--- config.mk ---
export PLATFORM = sky130hd
export DESIGN_NAME = id_ex_shift_operand_stage
export DESIGN_NICKNAME = d
export VERILOG_FILES = /design/src/rtl/id_ex_shift_operand_stage.sv
export SDC_FILE = /design/constraint.sdc
export NUM_CORES = 1
export LEC_CHECK = 0
export CAP_MARGIN = 10
export CORE_MARGIN = 4
export CORE_UTILIZATION = 33
export CTS_CLUSTER_DIAMETER = 60
export CTS_CLUSTER_SIZE = 8
export DETAILED_ROUTE_END_ITERATION = 10
export PLACE_DENSITY_LB_ADDON = 0.3
export RECOVER_POWER = 25
export SYNTH_ARGS = -nofsm -noshare
export SYNTH_HDL_FRONTEND = slang
export SYNTH_SLANG_ARGS = --single-unit
export TNS_END_PERCENT = 50
--- constraint.sdc ---
create_clock -name clk -period 2.4 [get_ports clk]
set_input_delay 0.6 -clock clk [delete_from_list [all_inputs] [get_ports clk]]
set_output_delay 0.6 -clock clk [all_outputs]
set_load 0.02 [all_outputs]
--- src/rtl/id_ex_shift_operand_stage.sv ---
// rtl/id_ex_shift_operand_stage.sv - ID/EX register with RAW forwarding feeding the EX shifter.
module id_ex_shift_operand_stage #(
   parameter logic [5:0] FUNCT_SLL  = 6'b000000,
   parameter logic [5:0] FUNCT_SLLV = 6'b000100,
   parameter logic [5:0] SIG_IDLE   = 6'b111111
) (
   input  logic        clk,
   input  logic        reset,
   input  logic        stall,
   input  logic        flush,
   input  logic        id_valid,
   input  logic [5:0]  id_funct,
   input  logic [4:0]  id_rs,
   input  logic [4:0]  id_rt,
   input  logic [4:0]  id_rd,
   input  logic [4:0]  id_shamt,
   input  logic        id_reg_write,
   input  logic [31:0] id_rs_data,
   input  logic [31:0] id_rt_data,
   input  logic        exmem_reg_write,
   input  logic [4:0]  exmem_rd,
   input  logic [31:0] exmem_result,
   input  logic        memwb_reg_write,
   input  logic [4:0]  memwb_rd,
   input  logic [31:0] memwb_result,
   output logic        ex_valid,
   output logic [4:0]  ex_rd,
   output logic        ex_reg_write,
   output logic [31:0] shift_A,
   output logic [31:0] shift_B,
   output logic [5:0]  shift_Signal
);

   logic        valid_q,     valid_d;
   logic [5:0]  funct_q,     funct_d;
   logic [4:0]  rs_q,        rs_d;
   logic [4:0]  rt_q,        rt_d;
   logic [4:0]  rd_q,        rd_d;
   logic [4:0]  shamt_q,     shamt_d;
   logic        reg_write_q, reg_write_d;
   logic [31:0] rs_data_q,   rs_data_d;
   logic [31:0] rt_data_q,   rt_data_d;

   logic [31:0] fwd_rs;
   logic [31:0] fwd_rt;
   logic        is_sll;
   logic        is_sllv;
   logic        unused_rs_hi;

   // Flush only kills valid/reg_write; the data fields keep their old values.
   always_comb begin
      valid_d     = valid_q;
      funct_d     = funct_q;
      rs_d        = rs_q;
      rt_d        = rt_q;
      rd_d        = rd_q;
      shamt_d     = shamt_q;
      reg_write_d = reg_write_q;
      rs_data_d   = rs_data_q;
      rt_data_d   = rt_data_q;
      if (flush) begin
         valid_d     = 1'b0;
         reg_write_d = 1'b0;
      end else if (!stall) begin
         valid_d     = id_valid;
         funct_d     = id_funct;
         rs_d        = id_rs;
         rt_d        = id_rt;
         rd_d        = id_rd;
         shamt_d     = id_shamt;
         reg_write_d = id_reg_write;
         rs_data_d   = id_rs_data;
         rt_data_d   = id_rt_data;
      end
   end

   always_ff @(posedge clk or negedge reset) begin
      if (!reset) begin
         valid_q     <= 1'b0;
         funct_q     <= 6'd0;
         rs_q        <= 5'd0;
         rt_q        <= 5'd0;
         rd_q        <= 5'd0;
         shamt_q     <= 5'd0;
         reg_write_q <= 1'b0;
         rs_data_q   <= 32'd0;
         rt_data_q   <= 32'd0;
      end else begin
         valid_q     <= valid_d;
         funct_q     <= funct_d;
         rs_q        <= rs_d;
         rt_q        <= rt_d;
         rd_q        <= rd_d;
         shamt_q     <= shamt_d;
         reg_write_q <= reg_write_d;
         rs_data_q   <= rs_data_d;
         rt_data_q   <= rt_data_d;
      end
   end

   // Nearer producer (EX/MEM) wins; $0 is hardwired and never forwarded.
   always_comb begin
      fwd_rs = rs_data_q;
      if (exmem_reg_write && (exmem_rd != 5'd0) && (exmem_rd == rs_q)) begin
         fwd_rs = exmem_result;
      end else if (memwb_reg_write && (memwb_rd != 5'd0) && (memwb_rd == rs_q)) begin
         fwd_rs = memwb_result;
      end
   end

   always_comb begin
      fwd_rt = rt_data_q;
      if (exmem_reg_write && (exmem_rd != 5'd0) && (exmem_rd == rt_q)) begin
         fwd_rt = exmem_result;
      end else if (memwb_reg_write && (memwb_rd != 5'd0) && (memwb_rd == rt_q)) begin
         fwd_rt = memwb_result;
      end
   end

   assign is_sll  = (funct_q == FUNCT_SLL);
   assign is_sllv = (funct_q == FUNCT_SLLV);

   always_comb begin
      shift_B = 32'd0;
      if (is_sll) begin
         shift_B = {27'd0, shamt_q};
      end else if (is_sllv) begin
         shift_B = {27'd0, fwd_rs[4:0]};
      end
   end

   always_comb begin
      shift_Signal = funct_q;
      if (!valid_q) begin
         shift_Signal = SIG_IDLE;
      end else if (is_sll || is_sllv) begin
         shift_Signal = 6'b000000;
      end
   end

   // Only the low five bits of rs act as a shift amount.
   assign unused_rs_hi = ^fwd_rs[31:5];

   assign shift_A      = fwd_rt;
   assign ex_valid     = valid_q;
   assign ex_rd        = rd_q;
   assign ex_reg_write = reg_write_q & valid_q;

endmodule

# Word level (Yosys, flattened, before mapping)
# Index checks and enable logic that the tools add are counted.
[op_classes]
reduce_logical = 11
bitwise = 3
n_eq_ne = 6
muxes = 12
[ops]
columns = ["op", "count"]
rows = [
  ["32-bit two-way mux", 2],
  ["5-bit == test", 4],
  ["5-bit two-way mux", 4],
  ["6-bit two-way mux", 2],
  ["5-bit nonzero test", 2],
  ["6-bit by 3-bit == test with 1-bit output (second input constant)", 1],
  ["1-bit logical AND", 6],
  ["6-bit logical NOT", 1],
  ["1-bit two-way mux", 4],
  ["2-bit by 1-bit != test with 1-bit output (second input constant)", 1],
  ["1-bit inverter", 2],
  ["2-bit AND reduction", 1],
  ["1-bit bitwise AND", 1],
  ["1-bit logical OR", 1],
]
[word_totals]
output_inout_bits = 77
register_bits = 65

# Logic depth before layout (Yosys ltp)
[depth]
depth_word = 7
depth_mapped = 6

# Worst setup path before layout
# OpenSTA, ideal clock, no wires.
[synth_path]
path_type = "in2out"
from = "input memwb_rd[1]"
to = "output shift_A[0]"
setup_slack_ns = -0.212
stages = 5
arrival_ns = 2.012
required_time_ns = 1.800
cell_sequence = "or4_1 > nor2_2 > nor4_4 > mux2i_1 > o21ai_0"
[synth_between]
elab_chain_len = 5
word_cells_on_any_way = 6
[synth_lines]
columns = ["item", "line_no", "rtl"]
rows = [
  ["from (decl)", "24", "input logic [4:0] memwb_rd,"],
  ["5-bit nonzero test", "115", "end else if (memwb_reg_write && (memwb_rd != 5'd0) && (memwb_rd == rt_q)) begin"],
  ["1-bit logical AND", "115", ""],
  ["1-bit logical AND *", "115", ""],
  ["32-bit two-way mux *", "115", ""],
  ["32-bit two-way mux *", "113", "if (exmem_reg_write && (exmem_rd != 5'd0) && (exmem_rd == rt_q)) begin"],
  ["to (decl)", "29", "output logic [31:0] shift_A,"],
]
# Every way passes the cells marked *; elsewhere a longest branch is shown, timed or not.

# Worst setup path in the final report
[layout_path]
from = "input memwb_rd[4]"
to = "output shift_B[4]"
[layout_between]
elab_chain_len = 7
word_cells_on_any_way = 8
[layout_lines]
columns = ["item", "line_no", "rtl"]
rows = [
  ["5-bit nonzero test", "106", "end else if (memwb_reg_write && (memwb_rd != 5'd0) && (memwb_rd == rs_q)) begin"],
  ["1-bit logical AND", "106", ""],
  ["1-bit logical AND *", "106", ""],
  ["5-bit two-way mux *", "106", ""],
  ["5-bit two-way mux *", "104", "if (exmem_reg_write && (exmem_rd != 5'd0) && (exmem_rd == rs_q)) begin"],
  ["5-bit two-way mux *", "127", "end else if (is_sllv) begin"],
  ["5-bit two-way mux *", "125", "if (is_sll) begin"],
  ["to (decl)", "30", "output logic [31:0] shift_B,"],
]
# Marks and branches as above.

==> flow_summary.toml <==
[floorplan]
core_um2 = 11000
die-area_um2 = 13200
die_w_um = 115
row_count = 38
fp.dieH_um = 115
initial_core_util_pct = 34.2
io_pins = 249

[run_status]
violations = "capacitance limit, slew limit, setup timing"
status = "finished with violations"

[logic_synthesis]
yosysSeqAreaShare_pct = 43.1
yosysWarnings = 0
netlist_instances = 332
synth_seq_cells = 65
avgSynthCellArea_um2 = 11.4
ys_types = 29
synth_area_um2 = 3770

[cells_and_area]
fillers = 809
drive_gt1_share_pct = 46.3
antennaDiodeCount = 0
finalNetCount = 744
multi_input_area_um2 = 2610
syn_to_final_growth_pct = 92.5
register_area_um2 = 1630
utilization_pct = 65.8

[global_routing]
antenna_found_initial = 0
grt_pass1_wl_mm = 19.2
track_usage_pct = 18.6
first_global_vias = 3826
grt-ovfl-total = 0
grt_max_degree = 66

[timing]
maxSlewHeadroom_pct = -10.3
timing.fmax_mhz = 348
report.final.slew_viol_count = 66
worst_slack_ns = -0.471
post-route-period-util_pct = 120
worst_pin_slew_ns = 1.66
finClkSkew_ns = 0
hold_viol_final = 0
setup_viol = 37
tns_ns = -15.61
rsz0062_at_grt = "true"
min_period_ns = 2.87

[detailed_routing]
drc_errors = 0
route.met3.wl_mm = 1.13
routed_wl_mm = 12.3
vias_per_cell = 4.76
vias = 3414
ant_nets = 0
drt_iter0_markers = 79
wl_per_cell_um = 17.2
wl_met2_mm = 6.71
routed.top_layer = "met4"
wirelength_met1_mm = 4.35
dr.pass1.iters = 4

[clock_tree]
cts_tree = "done"
cts_root_buf = "clkbuf_16"
worstSkewPairLatency_ns = 0.32
clkTransAtPathRegs_ns = 0.05
cts_hold_buf = 0
numCtsBuffers = 9
clock_sinks = 65
clock_path_buffers = 2
htreeDepth = 3

[critical_path]
worstSetupStartpointType = "primary input"
worstPathRequired_ns = 1.80
crit_fanout = 5
crit_arrival_ns = 2.27
critPathCaptureType = "output pin"
crit_type = "primary input to output pin"

[placed_design]
gp_congestion = 0.779
io_buffers = 194
dpl.hpwl_mm = 8.89

[worst_hold_path]
hp-class = "register to register"

[power_and_ir_drop]
ir_worst_vdd_v = 0.000365
p_leak_nw = 2.84
powerDensity_nw_per_um2 = 566

[flow_run]
cap_violations = 1
## state kept, by name, summed over array words and instances, names as in the netlist
register     cells
funct_q          6
ex_valid         1
rs_data_q        5
rs_q             5
ex_rd            5
shamt_q          5
rt_data_q       32
reg_write_q      1
rt_q             5
## path summary, 6_finish.rpt
kind | startpoint | endpoint | slack (ns) | cells after the start
worst max register to register | rt_q[3] | rt_q[3] | 1.48 | 2
worst min-delay path | rt_data_q[31] | rt_data_q[31] | 0.51 | 1
max in group asynchronous | reset | rt_data_q[24] | 0.62 | 2
worst max-delay path | memwb_rd[4] | shift_B[4] | -0.47 | 11
worst min register to register | rt_data_q[31] | rt_data_q[31] | 0.51 | 1
min in group asynchronous | reset | ex_rd[3] | 0.77 | 2
## per-stage QoR
stage,worst slack [ns],hold slack (ns),cell area (µm²),cells,power (mW)
detailed placement,-1.24,0.495,6310,681,2.73
global route,-0.567,0.513,7260,717,4.32
CTS,-0.543,0.301,7250,716,4.14
global placement,-1.19,0.488,6310,681,2.70
floorplan,-0.0903,0.304,4190,358,2.10
finish,-0.471,0.506,7260,717,4.11
## where the power goes
group / internal (mW) / leakage [nW] / switching [mW] / total [mW]
Combinational: 0.879 / 1.94 / 0.625 / 1.50
Sequential: 1.26 / 0.766 / 0.136 / 1.39
Clock: 0.750 / 0.139 / 0.460 / 1.21
## layout by cell type, fill, tap and decap left out, types with 6 or more instances in the layout
cell,n
mux2i_1,16
clkdlybuf4s50_1,143
conb_1,27
buf_2,8
xnor2_1,11
mux2i_4,18
nand2_2,12
o21ai_2,17
buf_16,6
buf_12,9
dfrtp_1,65
buf_4,30
o21ai_4,22
clkbuf_16,9
buf_6,41
mux2_2,63
nand2_1,21
## metal layers
metal,vias to the layer above,global-route usage [%]
met4,0,5.16
met2,152,34.6
met3,15,6.26
li1,1610,-
met1,1637,20.1
met5,-,0
## critical path: stages
cell and delay [ns]:
buf_6 0.09, or4_4 0.54, nor2_4 0.13, buf_4 0.12, buf_4 0.09, buf_4 0.10
nor3_4 0.04, buf_12 0.13, mux2i_1 0.13, o21ai_2 0.16, buf_6 0.14
## kinds of logic (layout without fill, tap and decap cells)
group	Yosys count	count (layout)	synth area share, %
muxes	102	102	29.2
DFF	65	65	43.1
and+or+nand+nor	58	58	8.76
xor gates and xnor gates	20	20	4.65
AOI/OAI and AO/OA	44	44	6.44
other	1	27	0.0994
buffers and inverters	42	261	7.76
## synthesized netlist by cell type, drive strengths merged
master | instances | share of area (%)
nor4 | 3 | 1.5
nand2 | 34 | 3.4
nand2b | 6 | 1.2
dfrtp | 65 | 43
xor2 | 6 | 1.4
a32oi | 5 | 1.2
or4 | 3 | 0.60
nand3 | 2 | 0.27
nor2 | 4 | 0.46
buf | 37 | 7.2
mux2i | 39 | 10
conb | 1 | 0.099
clkbuf | 5 | 0.56
nor3 | 2 | 0.40
o21ai | 39 | 5.3
mux2 | 63 | 19
nand4 | 2 | 0.33
xnor2 | 14 | 3.3
and2 | 1 | 0.17
nor3b | 1 | 0.50
## cell type report
class	instances	area share, %
clock buffer	13	3.59
clock inverter	3	0.207
multi-input combinational	251	36.0
timing repair buffer	245	35.4
tap	140	2.41
sequential	65	22.4
## what timing repair did
| item | in CTS | in global routing |
|---|---|---|
| resized for setup | 330 | 18 |
| cloned | 6 | 0 |
| setup buffers | 15 | 3 |
| setup endpoints to repair | 38 | 38 |
| pin swaps | 26 | 13 |
(Power assumes the default switching activity.)
